**src/rtl/mips_fetch_pkg.sv**
```systemverilog
// Shared types and constants for the instruction fetch front end.
// Holds the memory size, NOP encoding, FSM states and the fetch-entry bundle.
// Build option FETCH_SEQUENCER_BOUNDS_CHECK_EN adds the FAULT state.
package mips_fetch_pkg;

    // Instruction memory depth in 32-bit words.
    localparam int unsigned IMEM_WORDS = 256;

    // First byte address past the end of instruction memory.
    localparam logic [31:0] IMEM_LIMIT = 32'(IMEM_WORDS * 4);

    // addi $0,$0,0; used as filler in empty buffer slots.
    localparam logic [31:0] NOP = 32'h2000_0000;

`ifdef FETCH_SEQUENCER_BOUNDS_CHECK_EN
    typedef enum logic [1:0] {
        ST_RUN    = 2'd0,
        ST_HALTED = 2'd1,
        ST_FAULT  = 2'd2
    } fetch_state_t;
`else
    typedef enum logic [0:0] {
        ST_RUN    = 1'b0,
        ST_HALTED = 1'b1
    } fetch_state_t;
`endif

    // One buffered fetch: the word read and the address it came from.
    typedef struct packed {
        logic [31:0] instr;
        logic [31:0] pc;
    } fetch_entry_t;

    // Clear the byte-offset bits of an address.
    function automatic logic [31:0] align_word(
        input logic [31:0] addr
    );
        return {addr[31:2], 2'b00};
    endfunction

endpackage

```
**src/rtl/fetch_buffer.sv**
```systemverilog
// Two-entry in-order FIFO of {instruction, pc} pairs between fetch and decode.
// Ports: clk, rst_n (sync, active-low), push/din, pop, flush, head, count.
module fetch_buffer
    import mips_fetch_pkg::*;
(
    input  logic         clk,
    input  logic         rst_n,
    input  logic         push,
    input  fetch_entry_t din,
    input  logic         pop,
    input  logic         flush,
    output fetch_entry_t head,
    output logic [1:0]   count
);

    localparam fetch_entry_t EMPTY = '{instr: NOP, pc: 32'd0};

    fetch_entry_t slot0;
    fetch_entry_t slot1;
    logic [1:0]   cnt;
    logic         do_pop;
    logic         do_push;

    // Ignore requests the buffer cannot honour (pop empty, push full).
    assign do_pop  = pop && (cnt != 2'd0);
    assign do_push = push && ((cnt != 2'd2) || do_pop);

    always_ff @(posedge clk) begin
        if (!rst_n) begin
            cnt   <= 2'd0;
            slot0 <= EMPTY;
            slot1 <= EMPTY;
        end else if (flush) begin
            cnt <= 2'd0;
        end else begin
            unique case ({do_push, do_pop})
                2'b11: begin
                    // Count unchanged; new entry lands behind survivor.
                    if (cnt == 2'd2) begin
                        slot0 <= slot1;
                        slot1 <= din;
                    end else begin
                        slot0 <= din;
                    end
                end
                2'b10: begin
                    if (cnt == 2'd0) begin
                        slot0 <= din;
                    end else begin
                        slot1 <= din;
                    end
                    cnt <= cnt + 2'd1;
                end
                2'b01: begin
                    // Only shift when a second entry exists so the
                    // head stays put once the buffer empties.
                    if (cnt == 2'd2) begin
                        slot0 <= slot1;
                    end
                    cnt <= cnt - 2'd1;
                end
                default: begin
                end
            endcase
        end
    end

    assign head  = slot0;
    assign count = cnt;

endmodule

```
**src/rtl/fetch_sequencer.sv**
```systemverilog
// Fetch sequencer: PC register, RUN/HALTED(/FAULT) FSM and 2-entry buffer.
// Ports: Clk, Reset_n (sync, active-low); ImemAddress/ImemInstruction to
// instruction memory; RedirectValid/RedirectTarget from execute; Halt;
// InstrValid/InstrReady/Instruction/InstrPC to decode; BufCount; Fault.
// Build option FETCH_SEQUENCER_BOUNDS_CHECK_EN enables the range fault.
module fetch_sequencer
    import mips_fetch_pkg::*;
#(
    parameter logic [31:0] RESET_PC = 32'd0
)
(
    input  logic        Clk,
    input  logic        Reset_n,
    output logic [31:0] ImemAddress,
    input  logic [31:0] ImemInstruction,
    input  logic        RedirectValid,
    input  logic [31:0] RedirectTarget,
    input  logic        Halt,
    output logic        InstrValid,
    input  logic        InstrReady,
    output logic [31:0] Instruction,
    output logic [31:0] InstrPC,
    output logic [1:0]  BufCount,
    output logic        Fault
);

    fetch_state_t state;
    logic [31:0]  pc;
    logic [1:0]   count;
    fetch_entry_t head;
    fetch_entry_t fetch_in;
    logic         pop;
    logic         slot_free;
    logic         fetch_try;
    logic         push;

    assign InstrValid = (count != 2'd0);
    assign pop        = InstrValid && InstrReady;

    // A slot is free if one is empty or the head leaves this cycle.
    assign slot_free = (count != 2'd2) || pop;

    // Halt gates fetch in the cycle it rises; redirect wins outright.
    assign fetch_try = (state == ST_RUN) && !Halt &&
                       !RedirectValid && slot_free;

`ifdef FETCH_SEQUENCER_BOUNDS_CHECK_EN
    logic oob;
    logic fault_q;

    assign oob   = (pc >= IMEM_LIMIT);
    assign push  = fetch_try && !oob;
    assign Fault = fault_q;
`else
    assign push  = fetch_try;
    assign Fault = 1'b0;
`endif

    assign fetch_in = '{instr: ImemInstruction, pc: pc};

    always_ff @(posedge Clk) begin
        if (!Reset_n) begin
            pc    <= RESET_PC;
            state <= ST_RUN;
`ifdef FETCH_SEQUENCER_BOUNDS_CHECK_EN
            fault_q <= 1'b0;
`endif
        end else begin
            if (RedirectValid) begin
                pc <= align_word(RedirectTarget);
            end else if (push) begin
                pc <= pc + 32'd4;
            end

            unique case (1'b1)
                (state == ST_RUN): begin
`ifdef FETCH_SEQUENCER_BOUNDS_CHECK_EN
                    if (fetch_try && oob) begin
                        state   <= ST_FAULT;
                        fault_q <= 1'b1;
                    end else if (Halt) begin
                        state <= ST_HALTED;
                    end
`else
                    if (Halt) begin
                        state <= ST_HALTED;
                    end
`endif
                end
                (state == ST_HALTED): begin
                    if (!Halt) begin
                        state <= ST_RUN;
                    end
                end
                default: begin
                    // FAULT is left only through reset.
                end
            endcase
        end
    end

    fetch_buffer u_buf (
        .clk   (Clk),
        .rst_n (Reset_n),
        .push  (push),
        .din   (fetch_in),
        .pop   (pop),
        .flush (RedirectValid),
        .head  (head),
        .count (count)
    );

    assign ImemAddress = pc;
    assign Instruction = head.instr;
    assign InstrPC     = head.pc;
    assign BufCount    = count;

endmodule

```
**config.mk**
```make
export PLATFORM = sky130hd
export DESIGN_NAME = fetch_sequencer
export DESIGN_NICKNAME = d
export VERILOG_FILES = /design/src/rtl/mips_fetch_pkg.sv /design/src/rtl/fetch_buffer.sv /design/src/rtl/fetch_sequencer.sv
export SDC_FILE = /design/constraint.sdc
export NUM_CORES = 1
export LEC_CHECK = 0
export CAP_MARGIN = 5
export CORE_MARGIN = 4
export CORE_UTILIZATION = 40
export DETAILED_ROUTE_END_ITERATION = 8
export GPL_TIMING_DRIVEN = 0
export PLACE_DENSITY = 0.66
export SLEW_MARGIN = 20
export SYNTH_ARGS = -nofsm -noshare
export SYNTH_HDL_FRONTEND = slang
export SYNTH_SLANG_ARGS = --single-unit
```
**constraint.sdc**
```tcl
create_clock -name Clk -period 8.1 [get_ports Clk]
set_input_delay 0.81 -clock Clk [delete_from_list [all_inputs] [get_ports Clk]]
set_output_delay 0.81 -clock Clk [all_outputs]
set_load 0.03 [all_outputs]
```
==> PnR_summary.wiki <==
{| class="wikitable"
! Metric !! Value
|-
| IO Port Bufs || 160
|-
| Height of the die || 145.8 um
|-
| Main synth FF type || sky130_fd_sc_hd__dfxtp_1
|-
| Standard cell with the maximum stage delay on the critical path || sky130_fd_sc_hd__a21oi_1
|-
| WL/cell || 17.88 um
|-
| Fin. Hold Viols || 0
|-
| Maximum clock insertion buffer count || 2
|-
| Placeable core region || 18710 um2
|-
| Non-Filler Instances || 1457
|-
| Area fraction in compound gates after synthesis || 25.05%
|-
| CTS root buf || sky130_fd_sc_hd__clkbuf_16
|-
| Slew HR || 30.99%
|-
| Slew Limit Fails || 0
|-
| Fraction of synthesis flops using an asynchronous set or reset pin || 0%
|-
| Unrepaired setup endpoints after global routing || no
|-
| Residual antenna-violating net count after detailed routing || 0
|-
| Largest voltage drop on the vdd net || 0.1501 mV
|-
| Setup Skew || 0.01188 ns
|-
| Leakage power total || 3.525 nW
|-
| Startpoint types || input port
|-
| Min Clock Period, post-route || 4.782 ns
|-
| Synthesized instance count || 1028
|-
| Via Count || 8429
|-
| Largest net degree at the start of global routing || 17
|-
| Arrival time of the worst setup path || 5.13 ns
|-
| CTS Buf Count || 17
|-
| Starting density of the core || 40.58%
|-
| Timing-limited maximum frequency || 0.2091 GHz
|-
| Xor/xnor cell area share of the yosys netlist || 0.3461%
|-
| Top Family by Delay on Critical Path || buffers and inverters
|-
| Actual transition at the worst max-transition pin || 1.035 ns
|-
| Worst-skew pair later-pin latency || 0.44 ns
|-
| Die outline area || 21250 um2
|-
| Count of buffers added by post-CTS timing repair for setup || 0
|-
| Antenna violations before repair || 0
|-
| Number of flops mapped to enable cells by yosys || 0
|-
| Number of gates resized after CTS || 0
|-
| Max-cap check violation count || 0
|-
| Hold-fix buffers, CTS || 0
|-
| Distinct cell type count after synthesis || 54
|-
| Grt ovf || 0
|-
| Share of cells above drive strength 1 || 5.070%
|-
| Die extent in x || 145.8 um
|-
| Count of buffering cells on the critical path with inverters included || 4
|-
| Sequence of cells on the critical path || clkdlybuf4s50_1 -> or3_4 -> nor2_1 -> clkbuf_1 -> ha_1 -> clkbuf_1 -> nor2_1 -> a21oi_1 -> clkbuf_1 -> a221oi_1 -> nor3_1
|-
| Sequential-to-total area share from yosys stat || 41.40%
|-
| Drt total wl || 26050 um
|-
| Final setup fails || 0
|-
| Diode insertion count for antenna repair || 0
|-
| Post-detailed-route via-to-cell ratio || 5.785
|-
| Routed length on met2 || 12000 um
|-
| Setup CP Type || in -> reg
|-
| Post-detailed-route DRC marker count || 0
|-
| Cell Rows || 50
|-
| Layout Area Growth over Synthesis || 33.53%
|-
| Adder and majority gate portion of the synthesized area || 0.6593%
|-
| Synth warnings || 0
|-
| Via count of the first global-routing pass || 7660
|-
| DR top layer || met4
|-
| Routed length on met1 || 11520 um
|-
| Number of sinks handled by clock tree synthesis || 157
|-
| Status || completed
|-
| Critical-path maximum fanout || 11
|-
| Total power divided by cell area || 199.1 nW/um2
|-
| Crit path largest cell delay || 0.81 ns
|-
| Post-Synthesis Mean Instance Area || 7.384 um2
|-
| Type of destination of the critical path || register
|-
| TritonCTS clock tree || done
|-
| Number of H-tree levels || 4
|-
| Tcrit/Tclk final || 59.04%
|-
| Placed cell count || 1426
|-
| Violation count after the first detailed-route iteration || 804
|-
| Dominant combinational cell family by area after synthesis || simple AND/OR/NAND/NOR gates
|-
| Tot GR Track Use || 23.93%
|-
| Wire length of the first global-routing pass || 41600 um
|-
| Clock transition at path regs || 0.06 ns
|-
| Placer's final routability congestion estimate || 0.8729
|-
| Detailed-routed wire length on met3 || 1983 um
|-
| Ports || 169
|-
| Synthesized flop and latch total || 157
|-
| Mux cell area share after synthesis || 0.8241%
|-
| Setup TNS Final || 0 ns
|-
| Netlist area before placement || 7591 um2
|-
| CP dominant cell by count || sky130_fd_sc_hd__clkbuf_1
|-
| Critical Path RT || 8.45 ns
|-
| Synth Area in Simple Gates || 25.40%
|-
| Initial DRT Pass Iterations || 7
|-
| Hold crit path type || reg -> reg
|-
| HPWL after detailed placement || 18550 um
|-
| Number of nets in the finished design || 1284
|}
report_power, final:
part | leakage, nW | switching (mW) | internal [mW] | total (mW)
Combinational | 1.94 | 0.191 | 0.126 | 0.317
Sequential | 1.28 | 0.0269 | 0.798 | 0.825
Clock | 0.306 | 0.323 | 0.552 | 0.876
Total | 3.52 | 0.541 | 1.48 | 2.02
layout make-up:
class	count	area, um2
timing repair buffer	160	1602
inverter	7	26.28
tap	234	292.8
fill	1837	8569
clock inverter	11	188.9
multi-input combinational	765	3988
buffer	103	449.2
clock buffer	20	446.7
sequential	157	3143
flip-flops by register name, summed over array words and instances, names as in the netlist:
name         count
ImemAddress     30
state            1
u_buf.count      2
u_buf.head      62
u_buf.slot1     62
metal layers:
| metal | up-vias | track usage (%) |
|---|---|---|
| met1 | 3997 | 33.06 |
| met4 | 0 | 6.980 |
| met2 | 363 | 37.52 |
| li1 | 4008 | - |
| met3 | 61 | 5.388 |
| met5 | - | 0 |
cells in the final DEF (no fill, tap or decap), types with 16 or more instances in the layout:
master	Yosys	routed
sky130_fd_sc_hd__nand2_1	315	315
sky130_fd_sc_hd__clkdlybuf4s50_1	0	160
sky130_fd_sc_hd__dfxtp_1	157	157
sky130_fd_sc_hd__a21oi_1	126	126
sky130_fd_sc_hd__clkbuf_1	82	84
sky130_fd_sc_hd__a221oi_1	61	61
sky130_fd_sc_hd__a31oi_1	57	57
sky130_fd_sc_hd__nor2_1	50	50
sky130_fd_sc_hd__nor3_1	24	24
sky130_fd_sc_hd__o21ai_0	21	21
sky130_fd_sc_hd__clkbuf_16	0	17
sky130_fd_sc_hd__nand4_1	16	16
synthesized netlist by cell type (2+ instances only):
| cell | count | share of area, % |
|---|---|---|
| sky130_fd_sc_hd__a21oi_1 | 126 | 8.3 |
| sky130_fd_sc_hd__a221oi_1 | 61 | 7.0 |
| sky130_fd_sc_hd__a221oi_2 | 2 | 0.40 |
| sky130_fd_sc_hd__a222oi_1 | 3 | 0.40 |
| sky130_fd_sc_hd__a22oi_1 | 2 | 0.20 |
| sky130_fd_sc_hd__a31oi_1 | 57 | 4.7 |
| sky130_fd_sc_hd__a32oi_1 | 3 | 0.35 |
| sky130_fd_sc_hd__a41oi_1 | 5 | 0.58 |
| sky130_fd_sc_hd__and2_1 | 11 | 0.91 |
| sky130_fd_sc_hd__and3_1 | 9 | 0.74 |
| sky130_fd_sc_hd__and4_1 | 2 | 0.23 |
| sky130_fd_sc_hd__buf_2 | 10 | 0.66 |
| sky130_fd_sc_hd__buf_4 | 5 | 0.49 |
| sky130_fd_sc_hd__buf_6 | 4 | 0.59 |
| sky130_fd_sc_hd__clkbuf_1 | 82 | 4.1 |
| sky130_fd_sc_hd__dfxtp_1 | 157 | 41 |
| sky130_fd_sc_hd__ha_1 | 4 | 0.66 |
| sky130_fd_sc_hd__inv_1 | 5 | 0.25 |
| sky130_fd_sc_hd__inv_2 | 2 | 0.099 |
| sky130_fd_sc_hd__mux2_2 | 2 | 0.30 |
| sky130_fd_sc_hd__mux2i_1 | 4 | 0.53 |
| sky130_fd_sc_hd__nand2_1 | 315 | 16 |
| sky130_fd_sc_hd__nand2b_1 | 2 | 0.16 |
| sky130_fd_sc_hd__nand3_1 | 9 | 0.59 |
| sky130_fd_sc_hd__nand4_1 | 16 | 1.3 |
| sky130_fd_sc_hd__nor2_1 | 50 | 2.5 |
| sky130_fd_sc_hd__nor2b_1 | 2 | 0.16 |
| sky130_fd_sc_hd__nor3_1 | 24 | 1.6 |
| sky130_fd_sc_hd__o211ai_1 | 3 | 0.30 |
| sky130_fd_sc_hd__o21ai_0 | 21 | 1.4 |
| sky130_fd_sc_hd__or2_2 | 2 | 0.16 |
| sky130_fd_sc_hd__or3_1 | 3 | 0.25 |
| sky130_fd_sc_hd__or3_4 | 2 | 0.30 |
| sky130_fd_sc_hd__or4_1 | 2 | 0.20 |
| sky130_fd_sc_hd__xnor2_1 | 2 | 0.23 |
worst min-delay path: cells and delay by family (launching register included):
kind	cells	cell delay [ns]
AOI/OAI and AO/OA	1	0.05
and+or+nand+nor	1	0.05
DFF	1	0.31
kinds of logic after synthesis:
| kind of cell | count (synthesis) |
|---|---|
| and+or+nand+nor | 454 |
| AOI/OAI and AO/OA | 293 |
| DFF | 157 |
| buffers and inverters | 110 |
| muxes | 6 |
| adders and majority gates | 4 |
| xor gates and xnor gates | 3 |
| other | 1 |
path summary, 6_finish.rpt:
kind	slack (ns)	start	depth (start not counted)	to
worst min-delay path	0.45	u_buf.head[58]$_SDFFE_PN0P_	2	u_buf.head[58]$_SDFFE_PN0P_
worst min register to register	0.45	u_buf.head[58]$_SDFFE_PN0P_	2	u_buf.head[58]$_SDFFE_PN0P_
worst max-delay path	3.32	Halt	11	u_buf.head[26]$_SDFFE_PN0P_
worst max register to register	3.82	u_buf.count[0]$_SDFFE_PP0N_	11	u_buf.head[26]$_SDFFE_PN0P_
metrics by stage:
step	utilization, %	area (um2)	hold WS [ns]	total power [mW]	worst slack, ns
floorplan	-	7606	0.4364	1.015	4.666
global placement	50.79	9500	0.4412	1.155	3.087
detailed placement	50.79	9500	0.4463	1.157	3.061
CTS	54.19	10140	0.4547	2.027	3.497
global route	54.19	10140	0.4702	2.089	3.212
finish	54.19	10140	0.4505	2.018	3.318
Power figures use the tool's default switching activity.
==> RTL edit: new RTL, config.mk and constraints unchanged <==
Put a register stage on the output `BufCount`, without a reset. The value now appears one clock later. The other outputs are not delayed to match.
--- a/src/rtl/fetch_sequencer.sv
+++ b/src/rtl/fetch_sequencer.sv
@@ -113,7 +113,9 @@
     assign ImemAddress = pc;
     assign Instruction = head.instr;
     assign InstrPC     = head.pc;
-    assign BufCount    = count;
+    always_ff @(posedge Clk) begin
+        BufCount <= count;
+    end
 
 endmodule
 
Function: changed (Yosys sat finds a counterexample within 4 cycles, from zero or initial values and one cycle with Reset_n low).
==> RTL edit against the original RTL <==
Critical endpoint is now u_buf.slot1[21]$_SDFFE_PN0P_; critical path type unchanged; synthesized area grew 1.3%; wire length shrank 6.8%; design area grew 1.2%; register-to-register slack gained 350 ps; clock power shrank 4.5%; largest power group is now sequential cells; combinational power grew 12%; global-route usage shrank 1.8 points; power grew 0.89%; largest cell class unchanged; setup slack gained 540 ps; sequential cell count grew 2.
==> RTL edit: results (changes against the original RTL) <==
<table>
<tr><th>Metric</th><th>Value</th></tr>
<tr><th colspan="2">Critical path</th></tr>
<tr><td>Critical path fanouts, max</td><td>10 (was 11)</td></tr>
<tr><td>Worst reg2reg setup slack</td><td>4170 ps (was 3820 ps)</td></tr>
<tr><td>Launching instance or port of the critical path</td><td>InstrReady (was Halt)</td></tr>
<tr><td>Cell with the largest stage delay on the worst path</td><td>sky130_fd_sc_hd__o211ai_1 (was sky130_fd_sc_hd__a21oi_1)</td></tr>
<tr><th colspan="2">STA</th></tr>
<tr><td>Setup clock skew after layout</td><td>12.61 ps (was 11.88 ps)</td></tr>
<tr><td>Slew headroom</td><td>35.89% (was 30.99%)</td></tr>
<tr><td>Final worst-path cycle share</td><td>52.36% (was 59.04%)</td></tr>
<tr><th colspan="2">Final layout</th></tr>
<tr><td>Nonclk inv count</td><td>8 (was 7)</td></tr>
<tr><td>Non-clk buf share</td><td>20.04% (was 20.23%)</td></tr>
<tr><td>Count of nets after finishing</td><td>1212 (was 1284)</td></tr>
<tr><td>Footprint of the multi-input gates</td><td>4045 sq um (was 3988 sq um)</td></tr>
<tr><td>Final instance area</td><td>10260 sq um (was 10140 sq um)</td></tr>
<tr><td>Clock buffer count in the final layout</td><td>19 (was 20)</td></tr>
<tr><td>Fraction of area in clock buffers and inverters</td><td>6.014% (was 6.271%)</td></tr>
<tr><th colspan="2">Placed design</th></tr>
<tr><td>Worst Setup Slack post-DPL</td><td>3464 ps (was 3061 ps)</td></tr>
<tr><td>Global placement routability congestion</td><td>0.8428 (was 0.8729)</td></tr>
<tr><td>Port bufs</td><td>161 (was 160)</td></tr>
<tr><th colspan="2">Pwr</th></tr>
<tr><td>Power dissipated in the clock network</td><td>0.000837 W (was 0.000876 W)</td></tr>
<tr><td>Overall power consumption</td><td>0.002036 W (was 0.002018 W)</td></tr>
<tr><td>Power share of the combinational group</td><td>17.4% (was 15.7%)</td></tr>
<tr><th colspan="2">GRT</th></tr>
<tr><td>Met3 global-route usage</td><td>4.966% (was 5.388%)</td></tr>
<tr><td>Number of global-route vias before repair</td><td>7163 (was 7660)</td></tr>
<tr><th colspan="2">Outcome</th></tr>
<tr><td>Status</td><td>finished, final reports clean (unchanged)</td></tr>
<tr><th colspan="2">Synth</th></tr>
<tr><td>Synth Cell Area</td><td>7687 sq um (was 7591 sq um)</td></tr>
<tr><td>Post-synthesis instance total</td><td>955 (was 1028)</td></tr>
<tr><td>Most area-consuming cells after synthesis</td><td>sky130_fd_sc_hd__dfxtp_1 (41%), sky130_fd_sc_hd__nand2_1 (11%), sky130_fd_sc_hd__a21oi_1 (8.5%) (was sky130_fd_sc_hd__dfxtp_1 (41%), sky130_fd_sc_hd__nand2_1 (16%), sky130_fd_sc_hd__a21oi_1 (8.3%))</td></tr>
<tr><th colspan="2">Route</th></tr>
<tr><td>DR WL met2</td><td>11390 microns (was 12000 microns)</td></tr>
<tr><td>DR WL met3</td><td>1812 microns (was 1983 microns)</td></tr>
</table>
==> RTL edit: cell count changes after synthesis, sizes merged, moves of 9 or more <==
cell,unedited run,this run
a311oi,1,46
nor4,2,11
a31oi,57,1
nand2,315,228
nor2,50,73
xnor2,2,25
==> RTL edit: logic make-up after synthesis <==
group                      synth area share (%)
other                                   0.04878
adders and majority gates                0.6511
AOI/OAI and AO/OA                         27.07
xor gates and xnor gates                  3.418
buffers and inverters                     6.169
muxes                                    0.2767
and+or+nand+nor                           20.96
DFF                                       41.41
==> RTL edit: worst min-delay path by stage <==
stage | endpoint | slack, ps | depth (start not counted)
after global placement | BufCount[0]$_DFF_P_ | 360 | 0
after global routing | BufCount[0]$_DFF_P_ | 380 | 0
after CTS | BufCount[0]$_DFF_P_ | 370 | 0
after floorplan | BufCount[0]$_DFF_P_ | 330 | 0
final | BufCount[0]$_DFF_P_ | 370 | 0
after detailed placement | BufCount[0]$_DFF_P_ | 360 | 0
